[config.mk]
export PLATFORM = sky130hd
export DESIGN_NAME = cu_read_eeprom
export DESIGN_NICKNAME = d
export VERILOG_FILES = /design/src/rtl/cu_read_eeprom.sv
export SDC_FILE = /design/constraint.sdc
export NUM_CORES = 1
export LEC_CHECK = 0
export ABC_AREA = 1
export BUFFER_PORTS_ARGS = -buffer_cell sky130_fd_sc_hd__buf_4
export CELL_PAD_IN_SITES_DETAIL_PLACEMENT = 0
export CELL_PAD_IN_SITES_GLOBAL_PLACEMENT = 1
export CORE_MARGIN = 3
export CORE_UTILIZATION = 35
export CTS_CLUSTER_DIAMETER = 40
export DETAILED_ROUTE_END_ITERATION = 16
export GPL_TIMING_DRIVEN = 0
export PLACE_DENSITY_LB_ADDON = 0.1
export SLEW_MARGIN = 20
export SYNTH_ARGS = -nofsm -noshare
export SYNTH_HDL_FRONTEND = slang
export SYNTH_SLANG_ARGS = --single-unit
export TNS_END_PERCENT = 100
[constraint.sdc]
create_clock -name clk -period 2.8 [get_ports clk]
set_clock_uncertainty 0.15 [all_clocks]
set_input_delay 0.42 -clock clk [delete_from_list [all_inputs] [get_ports clk]]
set_output_delay 0.42 -clock clk [all_outputs]
set_load 0.03 [all_outputs]
[src/rtl/cu_read_eeprom.sv]
// cu_read_eeprom
//   Reads one EEPROM page into the on-chip page buffer through the shared
//   SPI byte master. Each page transaction sends the READ opcode and the
//   byte address (MSB first), then clocks dummy bytes. Every byte received
//   during the data phase is written to the buffer at an incrementing address.
//
// Ports
//   clk, rst_n       clock (rising edge), asynchronous active-low reset
//   start_pulse      request to read a page (accepted only while idle)
//   page_addr        page number, byte address = {page_addr, 8'h00}
//   spi_done         SPI master finished the current byte exchange
//   spi_rx_data      byte received by the SPI master (valid with spi_done)
//   load_data        start the SPI master on tx_data
//   tx_data          byte to transmit (opcode / address / dummy)
//   nCS              EEPROM chip select, active low
//   addr, buf_we,
//   buf_wdata        page buffer write port
//   busy             controller is not idle
//   page_done        pulse after the last data byte reached the buffer
module cu_read_eeprom #(
  parameter int unsigned PAGE_BYTES     = 256,
  parameter logic [7:0]  CMD_READ       = 8'h03,
  parameter int unsigned ADDR_BYTES     = 3,
  parameter int unsigned CS_HIGH_CYCLES = 2
) (
  input  logic        clk,
  input  logic        rst_n,
  input  logic        start_pulse,
  input  logic [15:0] page_addr,
  input  logic        spi_done,
  input  logic [7:0]  spi_rx_data,
  output logic        load_data,
  output logic [7:0]  tx_data,
  output logic        nCS,
  output logic [7:0]  addr,
  output logic        buf_we,
  output logic [7:0]  buf_wdata,
  output logic        busy,
  output logic        page_done
);

  localparam int unsigned HW = $clog2(ADDR_BYTES + 1);
  localparam int unsigned CW = (CS_HIGH_CYCLES > 1) ? $clog2(CS_HIGH_CYCLES) : 1;
  localparam int unsigned AW = ADDR_BYTES * 8;

  localparam logic [HW-1:0] HDR_LAST  = HW'(ADDR_BYTES);
  localparam logic [8:0]    BYTE_LAST = 9'(PAGE_BYTES - 1);
  localparam logic [CW-1:0] CS_LAST   = CW'(CS_HIGH_CYCLES - 1);

  typedef enum logic [2:0] {
    IDLE,
    CS_ASSERT,
    HDR_LOAD,
    HDR_WAIT,
    DAT_LOAD,
    DAT_WAIT,
    STORE,
    CS_RELEASE
  } state_t;

  state_t        state_q, state_d;
  logic [15:0]   page_addr_q, page_addr_d;
  logic [HW-1:0] hdr_cnt_q, hdr_cnt_d;
  logic [8:0]    byte_cnt_q, byte_cnt_d;
  logic [CW-1:0] cs_cnt_q, cs_cnt_d;
  logic [7:0]    tx_data_q, tx_data_d;
  logic          load_data_q, load_data_d;
  logic          ncs_q, ncs_d;
  logic [7:0]    addr_q, addr_d;
  logic          buf_we_q, buf_we_d;
  logic [7:0]    buf_wdata_q, buf_wdata_d;
  logic          page_done_q, page_done_d;

  // Address byte for the next header slot. Header slot k (1..ADDR_BYTES)
  // carries byte_addr[(ADDR_BYTES-k)*8 +: 8], i.e. MSB first.
  logic [AW-1:0] byte_addr;
  logic [HW-1:0] hdr_next;
  logic [HW-1:0] hdr_sel;
  logic [7:0]    hdr_byte;

  assign byte_addr = AW'({page_addr_q, 8'h00});
  assign hdr_next  = hdr_cnt_q + 1'b1;
  assign hdr_sel   = HDR_LAST - hdr_next;
  assign hdr_byte  = 8'(byte_addr >> {hdr_sel, 3'b000});

  // Outputs are registered; load_data/tx_data are set on entry to a *_LOAD
  // state so the strobe is exactly the one cycle spent in that state.
  always_comb begin
    state_d     = state_q;
    page_addr_d = page_addr_q;
    hdr_cnt_d   = hdr_cnt_q;
    byte_cnt_d  = byte_cnt_q;
    cs_cnt_d    = cs_cnt_q;
    tx_data_d   = tx_data_q;
    ncs_d       = ncs_q;
    addr_d      = addr_q;
    buf_wdata_d = buf_wdata_q;
    load_data_d = 1'b0;
    buf_we_d    = 1'b0;
    page_done_d = 1'b0;

    case (state_q)
      IDLE: begin
        ncs_d = 1'b1;
        if (start_pulse) begin
          page_addr_d = page_addr;
          hdr_cnt_d   = '0;
          byte_cnt_d  = '0;
          state_d     = CS_ASSERT;
        end
      end
      CS_ASSERT: begin
        ncs_d       = 1'b0;
        tx_data_d   = CMD_READ;
        load_data_d = 1'b1;
        state_d     = HDR_LOAD;
      end
      HDR_LOAD: state_d = HDR_WAIT;
      HDR_WAIT: begin
        if (spi_done) begin
          load_data_d = 1'b1;
          if (hdr_cnt_q == HDR_LAST) begin
            tx_data_d = 8'h00;
            state_d   = DAT_LOAD;
          end else begin
            hdr_cnt_d = hdr_next;
            tx_data_d = hdr_byte;
            state_d   = HDR_LOAD;
          end
        end
      end
      DAT_LOAD: state_d = DAT_WAIT;
      DAT_WAIT: begin
        if (spi_done) begin
          buf_wdata_d = spi_rx_data;
          addr_d      = byte_cnt_q[7:0];
          buf_we_d    = 1'b1;
          state_d     = STORE;
        end
      end
      STORE: begin
        if (byte_cnt_q == BYTE_LAST) begin
          page_done_d = 1'b1;
          ncs_d       = 1'b1;
          cs_cnt_d    = '0;
          state_d     = CS_RELEASE;
        end else begin
          byte_cnt_d  = byte_cnt_q + 9'd1;
          tx_data_d   = 8'h00;
          load_data_d = 1'b1;
          state_d     = DAT_LOAD;
        end
      end
      CS_RELEASE: begin
        if (cs_cnt_q == CS_LAST) begin
          state_d = IDLE;
        end else begin
          cs_cnt_d = cs_cnt_q + 1'b1;
        end
      end
      default: state_d = IDLE;
    endcase
  end

  always_ff @(posedge clk or negedge rst_n) begin
    if (!rst_n) begin
      state_q     <= IDLE;
      page_addr_q <= '0;
      hdr_cnt_q   <= '0;
      byte_cnt_q  <= '0;
      cs_cnt_q    <= '0;
      tx_data_q   <= '0;
      load_data_q <= 1'b0;
      ncs_q       <= 1'b1;
      addr_q      <= '0;
      buf_we_q    <= 1'b0;
      buf_wdata_q <= '0;
      page_done_q <= 1'b0;
    end else begin
      state_q     <= state_d;
      page_addr_q <= page_addr_d;
      hdr_cnt_q   <= hdr_cnt_d;
      byte_cnt_q  <= byte_cnt_d;
      cs_cnt_q    <= cs_cnt_d;
      tx_data_q   <= tx_data_d;
      load_data_q <= load_data_d;
      ncs_q       <= ncs_d;
      addr_q      <= addr_d;
      buf_we_q    <= buf_we_d;
      buf_wdata_q <= buf_wdata_d;
      page_done_q <= page_done_d;
    end
  end

  assign load_data = load_data_q;
  assign tx_data   = tx_data_q;
  assign nCS       = ncs_q;
  assign addr      = addr_q;
  assign buf_we    = buf_we_q;
  assign buf_wdata = buf_wdata_q;
  assign page_done = page_done_q;
  assign busy      = (state_q != IDLE);

endmodule

# [Word-level counts from Yosys, hierarchy flattened]
# Index checks and enable logic that the tools add are counted.
# Widths: inputs -> output; s select.
[totals] input_bits=28 latchBits=0 register_bits=59 mem_bits_rw=0 romBits=0 n_memories=0
[classes] n_bitwise=0 reduce_logical=15 order_cmp=0 n_div=0 n_eq_ne=16 n_mul=0 n_addsub=4 muxes=29 shift=1
[op_table] cell="$mux 8" n=3
[op_table] cell="$pmux 3 s8" n=1
[op_table] cell="$pmux 8 s3" n=1
[op_table] cell="$shr 24x5->8" n=1
[op_table] cell="$mux 9" n=2
[op_table] cell="$pmux 9 s2" n=1
[op_table] cell="$mux 3" n=5
[op_table] cell="$ne 2x2->1 const B" n=7
[op_table] cell="$eq 3x3->1 const B" n=4
[op_table] cell="$add 9x1->9 const B" n=1
[op_table] cell="$eq 9x8->1 const B" n=1
[op_table] cell="$reduce_bool 3->1" n=3
[op_table] cell="$mux 1" n=8
[op_table] cell="$mux 2" n=4
[op_table] cell="$reduce_and 2->1" n=4
[op_table] cell="$reduce_and 4->1" n=2
[op_table] cell="$eq 3x2->1 const B" n=2
[op_table] cell="$pmux 1 s3" n=2
[op_table] cell="$reduce_and 3->1" n=2
[op_table] cell="$reduce_bool 2->1" n=3
[op_table] cell="$pmux 2 s2" n=1
[op_table] cell="$eq 3x1->1 const B" n=1
[op_table] cell="$logic_not 3->1" n=1
[op_table] cell="$add 2x1->2 const B" n=1
[op_table] cell="4 further kinds" n=4

# [Logic depth before layout (Yosys ltp)]
# Gate-level depths: netlist (run 1).
[depth] ltp_word=6 ltp_mapped=11 ltp_nobuf=11

# [Least setup slack after synthesis (run 1)]
# No wires, ideal clock.
[synth_timing] kind="register to register" startpoint="register byte_cnt_q[0]" endpoint="register tx_data_q[0], in the netlist tx_data[0]" path_stages_with_launch=12 arrival_ns=1.555 setup_slack_ns=0.977 t_required_ns=2.532 setup_ns=0.118 n_path_buf=0 cell_sequence="dfrtp_1 -> ha_1 -> nand2_1 -> inv_1 -> nand2_1 -> nor3_1 -> ha_1 -> inv_1 -> nand2_1 -> nand2_1 -> nand2_1 -> nand2_1"
[synth_between] elab_chain_cells=3
[synth_rtl] element="start: declaration" line_no="64" source="logic [8:0] byte_cnt_q, byte_cnt_d;"
[synth_rtl] element="start signal: assignment" line_no="183" source="byte_cnt_q <= byte_cnt_d;"
[synth_rtl] element="$eq 9x8->1" line_no="142" source="if (byte_cnt_q == BYTE_LAST) begin"
[synth_rtl] element="$ne 2x2->1 (no source line)"
[synth_rtl] element="$reduce_and 3->1 (no source line)"
[synth_rtl] element="end signal: assignment" line_no="185" source="tx_data_q <= tx_data_d;"
[synth_rtl] element="end: declaration" line_no="66" source="logic [7:0] tx_data_q, tx_data_d;"
# Every way passes these cells.
# A chain may end at the register's enable or synchronous reset.

# [Worst setup path after layout (run 1)]
[layout_timing] startpoint="register byte_cnt_q[0]" endpoint="register tx_data_q[7], in the netlist tx_data[7]"
# Same word-level chain as after synthesis.

==> qor.csv, run 1 <==
metric;value;unit
Comb power frac;41.5;%
Max Buffers Root-to-Sink;2;
switching power;1.586;mW
Initial Util;37.39;%
P_int;2.308;mW
GR Overflow Total;0;
Hold Crit Class;input port to asynchronous set/reset pin;
Tot GR Track Use;15.39;%
DR WL/cell;12.40;µm
Post-DP Area;3336;µm²
Routed Antenna Nets;0;
Max Freq;0.4492;GHz
first-pass GRT wire length;10760;µm
H-tree level count;3;
vias;2410;
Core Footprint;7486;µm²
gpl congestion;0.7695;
failing checks;negative hold slack;
Finished Cell Area;3577;µm²
Seq/Total Area, Yosys;52.79;%
critical path class;flop to flop;
Initial DRT Pass Iterations;4;
pwr/cell area;1089;nW/µm²
Place WS;0.5506;ns
final core utilization;47.79;%
initial antenna violation count;0;
final net count;452;
crit path time final;2.226;ns
DRC;0;
Startpoint Class;flop;
Worst R2R Start;byte_cnt_q[0]$_DFFE_PN0P_;
root buffer cell;clkbuf_8;
maxcap violations;0;
cell count after placement;509;
largest stage delay on the critical path;0.44;ns
library cells used by synthesis;30;
worst vdd ir;0.3592;mV
Period Utilization, post-route;79.51;%
Crit-path slowest cell;dfrtp_1;
Hold-fix buffers, CTS;0;
Leak Pwr;1.928;nW
RSZ-0062 raised after global routing;no;
Syn. warnings;0;
setup_tns;0;ns
post-CTS setup buffer count;0;
DR iter-0 viols;62;
via/cell ratio;4.590;
kind of end point of the critical path;flop;
total power;3.894;mW
worst path bufs/invs;2;
total wire length;6511;µm
crit path cell chain;ha_1 > nand2_1 > inv_1 > nand2_1 > nor3_1 > ha_1 > inv_1 > nand2_1 > nand2_1 > nand2_1 > nand2_1;
Sw Share;40.73;%
top cell family by delay on the critical path;simple AND/OR/NAND/NOR gates;
data required time of the worst path;2.88;ns
CP Max Fanout;9;
Netlist Area Pre-Place;2799;µm²
Clock Latency Late Sink;0.34;ns
vias in the first global route;2331;
CTS tree;done;
crit path DAT;2.30;ns
final std cells w/o fill;525;
Synth Instances;355;
Die ar.;9106;µm²
Seq pwr share;34.0;%
CP most frequent cell;nand2_1;
slew at the pin closest to its max-slew limit;0.7508;ns
Post-Syn Area per Cell;7.884;µm²
outcome;finished with violations;
std cell rows;31;
Ports;57;
# diodes;0;
Slew headroom;49.95;%
share of cells above drive strength 1;22.07;%
largest net degree at the start of global routing;60;
area added between synthesis and finish;27.81;%
Syn Nets;386;
flops & latches, synth;59;
post-cts resize count;0;
clock sinks;59;
Final Hold Vio Count;1;
die height;95.43;µm
Clk pwr share;24.6;%
Clk pin slew, worst setup/hold paths;0.07;ns
endpoints failing setup;0;
DP HPWL;4723;µm
Die Wd;95.43;µm
critical path startpoint;byte_cnt_q[0]$_DFFE_PN0P_;
Final WS setup;0.5737;ns
Final Max Slew Viols;0;
Port Buffer Count;55;
final hold slack;-0.002139;ns
TritonCTS Buffers;9;
[layout make-up]
type / instances / area [µm²]
fill: 786 / 3909
sequential: 59 / 1478
multi-input combinational: 257 / 1149
timing repair buffer: 55 / 412.9
clock buffer: 11 / 141.4
tap: 99 / 123.9
inverter: 28 / 106.4
clock inverter: 5 / 100.1
buffer: 11 / 66.31
[synth_stat cells, drive strengths merged]
| cell type | number | area (µm²) |
|---|---|---|
| nand2 | 160 | 615.6 |
| dfrtp | 58 | 1451 |
| nand3 | 40 | 217.7 |
| inv | 25 | 93.84 |
| nor2 | 19 | 71.32 |
| o21ai | 19 | 95.09 |
| buf | 9 | 58.80 |
| a21oi | 6 | 30.03 |
| clkinv | 3 | 12.51 |
| ha | 3 | 37.54 |
| clkbuf | 2 | 7.510 |
| nor3 | 2 | 10.01 |
| dfstp | 1 | 26.28 |
| nand3b | 1 | 7.510 |
| nand4 | 1 | 6.260 |
| o211ai | 1 | 21.27 |
| o21a | 1 | 7.510 |
| o22ai | 1 | 6.260 |
| o31ai | 1 | 7.510 |
| or2 | 1 | 6.260 |
| xor2 | 1 | 8.760 |
[layer usage]
metal	vias up	routed length, µm	global-route usage, %
li1	1252	-	-
met1	1095	2855	17.81
met2	52	3191	26.59
met3	11	372	5.051
met4	0	91	5.450
met5	-	0	0
[power by group through the flow]
stage | clock, mW | sequential (mW) | combinational (mW)
2_1_floorplan | 0 | 1.55 | 0.883
6_report | 0.956 | 1.32 | 1.61
3_5_place_dp | 0 | 1.34 | 1.64
5_1_grt | 1.02 | 1.36 | 1.82
3_3_place_gp | 0 | 1.33 | 1.62
4_1_cts | 0.973 | 1.33 | 1.65
[placed cells by master, fill, tap and decap left out, drive strengths merged]
cell type / n
nand3: 40
nand4: 1
ha: 3
o21a: 1
nand2: 160
dfrtp: 58
clkbuf: 13
nand3b: 1
buf: 64
nor2: 19
or2: 1
xor2: 1
clkinv: 5
inv: 25
o22ai: 1
dfstp: 1
o21ai: 19
nor3: 2
bufinv: 3
o31ai: 1
o211ai: 1
a21oi: 6
[path summary, 6_finish.rpt]
| path | end | slack [ns] | cells past startpoint |
|---|---|---|---|
| worst max-delay path | tx_data[7]$_DFFE_PN0P_ | 0.57 | 11 |
| worst min-delay path | buf_wdata[2]$_DFFE_PN0P_ | -0.002 | 1 |
| worst max register to register | tx_data[7]$_DFFE_PN0P_ | 0.57 | 11 |
| worst min register to register | page_addr_q[13]$_DFFE_PN0P_ | 0.32 | 2 |
| max in group asynchronous | tx_data[7]$_DFFE_PN0P_ | 2.00 | 1 |
| min in group clk | buf_wdata[0]$_DFFE_PN0P_ | 0.12 | 3 |
[worst reg2reg max path, cell delays in order, from the launching register on]
cell and delay (ns):
dfrtp_1 0.44, ha_1 0.20, nand2_1 0.06, inv_1 0.13
nand2_1 0.09, nor3_1 0.22, ha_1 0.29, inv_1 0.06
nand2_1 0.08, nand2_1 0.20, nand2_1 0.14, nand2_1 0.05
[sequential cells by signal (all words and copies together) (netlist names)]
signal,cells
addr,8
buf_wdata,8
buf_we,1
byte_cnt_q,9
cs_cnt_q,1
hdr_cnt_q,2
load_data,1
nCS,1
page_addr_q,16
page_done,1
state_q,3
tx_data,8
[cells by family after synthesis]
group | count (synthesis) | share of synthesized area, %
adders and majority gates | 3 | 1.341
AOI/OAI and AO/OA | 29 | 5.990
xor gates and xnor gates | 1 | 0.3130
and+or+nand+nor | 224 | 33.39
DFF | 59 | 52.79
buffers and inverters | 39 | 6.169
No activity file was read; power rests on OpenSTA's default activity.
==> inputs of run 2 (changes only) <==
clock period = 1.9 ns   (was 2.8 ns; I/O delays follow)
==> run 2 against run 1 <==
Effect of this change:
- the flow now finishes without violations
- final cell count grew 3.4%
- worst setup slack lost 0.46 ns
- first-iteration DRC count grew 23%
- final area grew 6.5%
- critical path depth is the same
- non-clock buffer count grew 18
- maximum frequency grew 24%
- hold slack gained 0.021 ns
- clock power grew 47%
- combinational power grew 58%
- total power grew 52%
- highest routed layer unchanged
==> qor.csv, run 2 (synthesis gave the netlist of run 1 again) <==
metric;value;unit;change
outcome;complete, no violations;;was finished with violations
fill cell count;762;;was 786
total wire length;6790;µm;was 6511 µm
crit path time final;1.790;ns;was 2.226 ns
DR iter-0 viols;76;;was 62
top cell family by delay on the critical path;simple AND/OR/NAND/NOR gates;;unchanged
crit path cell chain;ha_4 > nand2_2 > inv_2 > nand2_2 > nor3_4 > ha_4 > nand2_4 > nand3_4 > buf_8 > nand2_1 > o21ai_0;;was ha_1 > nand2_1 > inv_1 > nand2_1 > nor3_1 > ha_1 > inv_1 > nand2_1 > nand2_1 > nand2_1 > nand2_1
root buffer cell;clkbuf_8;;unchanged
setup_tns;0;ns;unchanged
commonest cells after routing, fill and taps aside;nand2_1, buf_4, dfrtp_1;;unchanged
DR WL/cell;12.50;µm;was 12.40 µm
initial antenna violation count;0;;unchanged
Initial DRT Pass Iterations;4;;unchanged
final hold slack;0.01891;ns;was -0.002139 ns
final std cells w/o fill;543;;was 525
max reg flops;16;;unchanged
std cell rows;31;;unchanged
H-tree level count;3;;unchanged
Period Utilization, post-route;94.20;%;was 79.51%
Clk pin slew, worst setup/hold paths;0.07;ns;about the same
worst path bufs/invs;2;;unchanged
Core Footprint;7486;µm²;unchanged
Crit. path cell count;11;;unchanged
Die ar.;9106;µm²;unchanged
Initial Util;37.39;%;unchanged
Hold Crit Class;input port to flop;;was input port to asynchronous set/reset pin
Finished Cell Area;3811;µm²;was 3577 µm²
Clock Latency Late Sink;0.34;ns;about the same
Routed Antenna Nets;0;;unchanged
crit path DAT;1.87;ns;was 2.30 ns
worst vdd ir;0.5194;mV;was 0.3592 mV
slew at the pin closest to its max-slew limit;0.7483;ns;was 0.7508 ns
share of cells above drive strength 1;26.35;%;was 22.07%
Port Buffer Count;55;;unchanged
Die Wd;95.43;µm;unchanged
CP Max Fanout;10;;was 9
via/cell ratio;4.600;;was 4.590
Leak Pwr;2.030;nW;was 1.928 nW
Slew headroom;50.11;%;was 49.95%
CTS tree;done;;unchanged
TritonCTS Buffers;9;;unchanged
GR Overflow Total;0;;unchanged
cell count after placement;509;;unchanged
Tot GR Track Use;16.01;%;was 15.39%
Startpoint Class;flop;;unchanged
Hold Path Depth;3;;
DRC;0;;unchanged
Top Registers;page_addr_q x16, byte_cnt_q x9;;unchanged
critical path class;flop to flop;;unchanged
data required time of the worst path;1.98;ns;was 2.88 ns
RSZ-0062 raised after global routing;no;;unchanged
area added between synthesis and finish;36.16;%;was 27.81%
Final WS setup;0.1101;ns;was 0.5737 ns
final net count;470;;was 452
area of the multi-input gates;1212;µm²;was 1149 µm²
first-pass GRT wire length;11250;µm;was 10760 µm
largest net degree at the start of global routing;60;;unchanged
DP HPWL;4723;µm;unchanged
register with the most flip-flops;page_addr_q;;unchanged
pwr/cell area;1552;nW/µm²;was 1089 nW/µm²
# diodes;0;;unchanged
Final Hold Vio Count;0;;was 1
Max Freq;0.5587;GHz;was 0.4492 GHz
maxcap violations;0;;unchanged
vias;2498;;was 2410
Crit-path slowest cell;dfrtp_2;;was dfrtp_1
total power;5.917;mW;was 3.894 mW
clock sinks;59;;unchanged
largest stage delay on the critical path;0.43;ns;was 0.44 ns
die height;95.43;µm;unchanged
kind of end point of the critical path;flop;;unchanged
reg2reg path depth;11;;unchanged
Post-DP Area;3336;µm²;unchanged
Final Max Slew Viols;0;;unchanged
vias in the first global route;2461;;was 2331
endpoints failing setup;0;;unchanged
Ports;57;;unchanged
gpl congestion;0.7695;;unchanged
most common cell after layout, fill and taps aside;nand2_1;;unchanged
final core utilization;50.91;%;was 47.79%
Place WS;-0.3494;ns;was 0.5506 ns
Sequential Area;1479;µm²;was 1478 µm²
Max Buffers Root-to-Sink;2;;unchanged
[run 2: worst paths after layout]
kind / start / endpoint / slack [ns]
worst min-delay path: spi_rx_data[4] / buf_wdata[4]$_DFFE_PN0P_ / 0.02
max in group asynchronous: rst_n / byte_cnt_q[0]$_DFFE_PN0P_ / 0.66
worst max-delay path: byte_cnt_q[0]$_DFFE_PN0P_ / byte_cnt_q[5]$_DFFE_PN0P_ / 0.11
min in group asynchronous: rst_n / buf_wdata[2]$_DFFE_PN0P_ / 0.41
worst max register to register: byte_cnt_q[0]$_DFFE_PN0P_ / byte_cnt_q[5]$_DFFE_PN0P_ / 0.11
worst min register to register: page_addr_q[13]$_DFFE_PN0P_ / page_addr_q[13]$_DFFE_PN0P_ / 0.32
[run 2: cell type report]
cell class / count / share of cell area (%)
repair buffers: 73 / 14.90
multi-input cells: 257 / 31.81
flip-flops and latches: 59 / 38.80
well taps: 99 / 3.250
inverters: 28 / 2.889
clock buffers: 11 / 3.710
plain buffers: 11 / 2.003
clock inverters: 5 / 2.626
[run 2: power by group]
part,switching [mW],total [mW],internal (mW)
logic,1.62,2.55,0.935
clock network,0.509,1.41,0.903
registers,0.269,1.95,1.68
[run 2: worst register-to-register path: stages (launching register included)]
cell and delay [ns]:
dfrtp_2 0.43, ha_4 0.17, nand2_2 0.06, inv_2 0.05
nand2_2 0.09, nor3_4 0.05, ha_4 0.17, nand2_4 0.09
nand3_4 0.13, buf_8 0.18, nand2_1 0.05, o21ai_0 0.06
[run 2: per-layer routing]
metal	GRT usage [%]	up-vias	part of all wire (%)
li1	-	1288	-
met1	18.37	1136	43
met3	5.051	15	5.5
met4	5.450	0	1.6
met2	28.10	59	50
met5	0	-	0
[run 2: repair_timing]
action,4_1_cts,5_1_grt
gates cloned,1,0
resized for setup,15,7
hold endpoints to repair,65,0
pin swaps,3,3
buffers inserted,5,4
setup endpoints to repair,22,18
hold buffers,8,0
==> inputs of run 3 (changes only) <==
ABC_AREA = 0   (was 1)
TNS_END_PERCENT = 30   (was 100)
==> run 3 against run 2 <==
Effect of this change:
- the run now ends with negative setup slack left
- critical path depth is 3 lower
- critical path type unchanged
- global-route usage increased by 0.085 points
- highest routed layer unchanged
- hold slack got worse by 0.0045 ns
- critical endpoint is now byte_cnt_q[2]$_DFFE_PN0P_
- first-iteration DRC count down 14%
- total power rose by 2.6%
==> qor.csv, run 3 <==
metric;value;unit;change
hold path start;spi_rx_data[6];;was spi_rx_data[4]
Synth top cells by count;nand2_1, dfrtp_1, mux2_2;;was nand2_1, dfrtp_1, nand3_1
first-pass GRT wire length;11110;µm;was 11250 µm
critical path class;flop to flop;;unchanged
largest area contributor in the netlist;dfrtp_1;;unchanged
ys flop type;dfrtp_1;;unchanged
gpl congestion;0.7867;;was 0.7695
Final WS setup;-0.1059;ns;was 0.1101 ns
TritonCTS Buffers;9;;unchanged
switching power;2.445;mW;was 2.397 mW
library cells used by synthesis;50;;was 30
Seq/Total Area, Yosys;54.03;%;was 52.79%
std cell rows;31;;unchanged
initial antenna violation count;0;;unchanged
Leak Pwr;1.823;nW;was 2.030 nW
Crit. path cell count;8;;was 11
most common cell in the netlist;nand2_1;;unchanged
Top Registers;page_addr_q x16, byte_cnt_q x9;;unchanged
maxcap violations;0;;unchanged
flops & latches, synth;59;;unchanged
Syn. warnings;0;;unchanged
Crit-path slowest cell;or4_1;;was dfrtp_2
largest net degree at the start of global routing;60;;unchanged
Post-synth EDFFs;0;;unchanged
endpoints failing setup;7;;was 0
Initial DRT Pass Iterations;4;;unchanged
largest stage delay on the critical path;0.47;ns;was 0.43 ns
root buffer cell;clkbuf_8;;unchanged
slew at the pin closest to its max-slew limit;0.7681;ns;was 0.7483 ns
Post-Syn Area per Cell;10.81;µm²;was 7.884 µm²
Port Buffer Count;56;;was 55
Max Buffers Root-to-Sink;2;;unchanged
crit path cell chain;ha_4 > nand3_2 > nor2_2 > ha_2 > nand4bb_4 > buf_6 > or4_1 > nand2_1;;was ha_4 > nand2_2 > inv_2 > nand2_2 > nor3_4 > ha_4 > nand2_4 > nand3_4 > buf_8 > nand2_1 > o21ai_0
Max Freq;0.4985;GHz;was 0.5587 GHz
Routed Antenna Nets;0;;unchanged
Final Max Slew Viols;0;;unchanged
critical path startpoint;byte_cnt_q[0]$_DFFE_PN0P_;;unchanged
final net count;383;;was 470
vias;2201;;was 2498
Die Wd;94.40;µm;was 95.43 µm
crit path time final;2.006;ns;was 1.790 ns
total power;6.069;mW;was 5.917 mW
P_int;3.623;mW;was 3.519 mW
share of cells above drive strength 1;38.70;%;was 26.35%
data required time of the worst path;2.02;ns;was 1.98 ns
setup_tns;-0.2434;ns;was 0 ns
kind of end point of the critical path;flop;;unchanged
pwr/cell area;1566;nW/µm²;was 1552 nW/µm²
register with the most flip-flops;page_addr_q;;unchanged
DR iter-0 viols;65;;was 76
Clk pwr share;15.6;%;was 23.9%
fill cell count;704;;was 762
CTS tree;done;;unchanged
# diodes;0;;unchanged
max reg flops;16;;unchanged
CP Max Fanout;8;;was 10
Slew headroom;48.79;%;was 50.11%
FF-to-FF setup slack;-0.11;ns;was 0.11 ns
DP HPWL;4195;µm;was 4723 µm
Die ar.;8911;µm²;was 9106 µm²
Startpoint Class;flop;;unchanged
Seq pwr share;37.1;%;was 33.0%
Ports;57;;unchanged
Comb power frac;47.3;%;was 43.2%
Clk pin slew, worst setup/hold paths;0.07;ns;about the same
DRC;0;;unchanged
DR WL/cell;14.46;µm;was 12.50 µm
failing checks;negative setup slack;;
Syn Nets;284;;was 386
top cell family by delay on the critical path;simple AND/OR/NAND/NOR gates;;unchanged
Worst R2R End;byte_cnt_q[2]$_DFFE_PN0P_;;was byte_cnt_q[5]$_DFFE_PN0P_
RSZ-0062 raised after global routing;yes;;was no
H-tree level count;3;;unchanged
Synth top area share;53.06;%;was 51.86%
vias in the first global route;2318;;was 2461
leading cell types by total area after synthesis;dfrtp_1, nand2_1, mux2_2, o2bb2ai_1, nand3_1;;was dfrtp_1, nand2_1, nand3_1, inv_1, nor2_1
die height;94.40;µm;was 95.43 µm
total wire length;6549;µm;was 6790 µm
Async SR Flop Fraction;100.0;%;unchanged
Core Footprint;7408;µm²;was 7486 µm²
Sw Share;40.30;%;was 40.52%
outcome;finished with violations;;was complete, no violations
Period Utilization, post-route;105.6;%;was 94.20%
Place WS;-0.3700;ns;was -0.3494 ns
Hold Crit Class;input port to flop;;unchanged
worst path bufs/invs;1;;was 2
clock sinks;59;;unchanged
reg2reg path depth;8;;was 11
area added between synthesis and finish;41.67;%;was 36.16%
Synth Instances;253;;was 355
Tot GR Track Use;16.09;%;was 16.01%
Initial Util;36.92;%;was 37.39%
worst vdd ir;0.6415;mV;was 0.5194 mV
crit path DAT;2.13;ns;was 1.87 ns
most common cell after layout, fill and taps aside;buf_4;;was nand2_1
commonest cells after routing, fill and taps aside;buf_4, nand2_1, dfrtp_1;;was nand2_1, buf_4, dfrtp_1
Netlist Area Pre-Place;2735;µm²;was 2799 µm²
via/cell ratio;4.859;;was 4.600
Worst R2R Start;byte_cnt_q[0]$_DFFE_PN0P_;;unchanged
CP Capture Point;byte_cnt_q[2]$_DFFE_PN0P_;;was byte_cnt_q[5]$_DFFE_PN0P_
Final Hold Vio Count;0;;unchanged
GR Overflow Total;0;;unchanged
Clock Latency Late Sink;0.33;ns;was 0.34 ns
==> run 3: what timing repair did <==
| item | 4_1_cts | 5_1_grt |
|---|---|---|
| pin swaps | 4 | 0 |
| hold buffers | 16 | 0 |
| resized for setup | 24 | 11 |
| buffers inserted | 14 | 2 |
| hold endpoints to repair | 73 | 0 |
| endpoints found under the setup margin | 19 | 30 |
==> run 3: power by group through the flow <==
stage                     Clock, mW  Sequential [mW]  Combinational [mW]
after global placement            0             2.27                2.45
after CTS                     0.975             2.25                2.84
final                         0.949             2.25                2.87
after global routing           1.03             2.34                3.14
after detailed placement          0             2.28                2.48
after floorplan                   0             2.69                1.19
==> run 3: final cells by class <==
| cell class | count | area, µm² | area share, % |
|---|---|---|---|
| flip-flops and latches | 59 | 1483 | 38.26 |
| multi-input cells | 171 | 1236 | 31.90 |
| repair buffers | 88 | 708.2 | 18.28 |
| plain buffers | 15 | 138.9 | 3.584 |
| clock buffers | 10 | 137.6 | 3.552 |
| well taps | 99 | 123.9 | 3.197 |
| inverters | 8 | 30.03 | 0.7749 |
| clock inverters | 3 | 17.52 | 0.4520 |
==> run 3: routing by layer <==
metal | share of wire, % | up-vias | GRT usage, % | wire length [µm]
met2 | 47 | 50 | 25.24 | 3050
li1 | - | 1085 | - | -
met4 | 1.6 | 0 | 7.341 | 108
met3 | 4.5 | 10 | 3.506 | 297
met1 | 47 | 1056 | 21.31 | 3091
met5 | 0 | - | 0 | 0
==> run 3: logic make-up (layout without fill, tap and decap cells) <==
group	after synthesis	count (layout)	share of synthesized area [%]
and+or+nand+nor	107	107	20.04
DFF	59	59	54.03
AOI/OAI and AO/OA	39	39	11.48
xor gates and xnor gates	1	1	0.3203
muxes	21	21	8.463
buffers and inverters	23	124	4.300
adders and majority gates	3	3	1.373
==> run 3: worst min-delay path by stage <==
stage / endpoint / slack, ns / cells past startpoint
6_report: buf_wdata[6]$_DFFE_PN0P_ / 0.01 / 2
3_3_place_gp: addr[5]$_DFFE_PN0P_ / 0.26 / 1
3_5_place_dp: buf_we$_DFF_PN0_ / 0.27 / 1
5_1_grt: buf_wdata[6]$_DFFE_PN0P_ / 0.02 / 2
2_1_floorplan: addr[0]$_DFFE_PN0P_ / -0.16 / 0
4_1_cts: buf_wdata[6]$_DFFE_PN0P_ / 0.001 / 2
==> run 3: stage by stage <==
stage | instance area, µm² | hold WS [ns] | utilization [%] | instances
5_1_grt | 3875 | 0.01573 | 52.31 | 453
4_1_cts | 3820 | 0.001171 | 51.56 | 451
2_1_floorplan | 2751 | -0.1606 | - | 253
6_report | 3875 | 0.01445 | 52.31 | 453
3_3_place_gp | 3296 | 0.2619 | 44.49 | 408
3_5_place_dp | 3296 | 0.2654 | 44.49 | 408
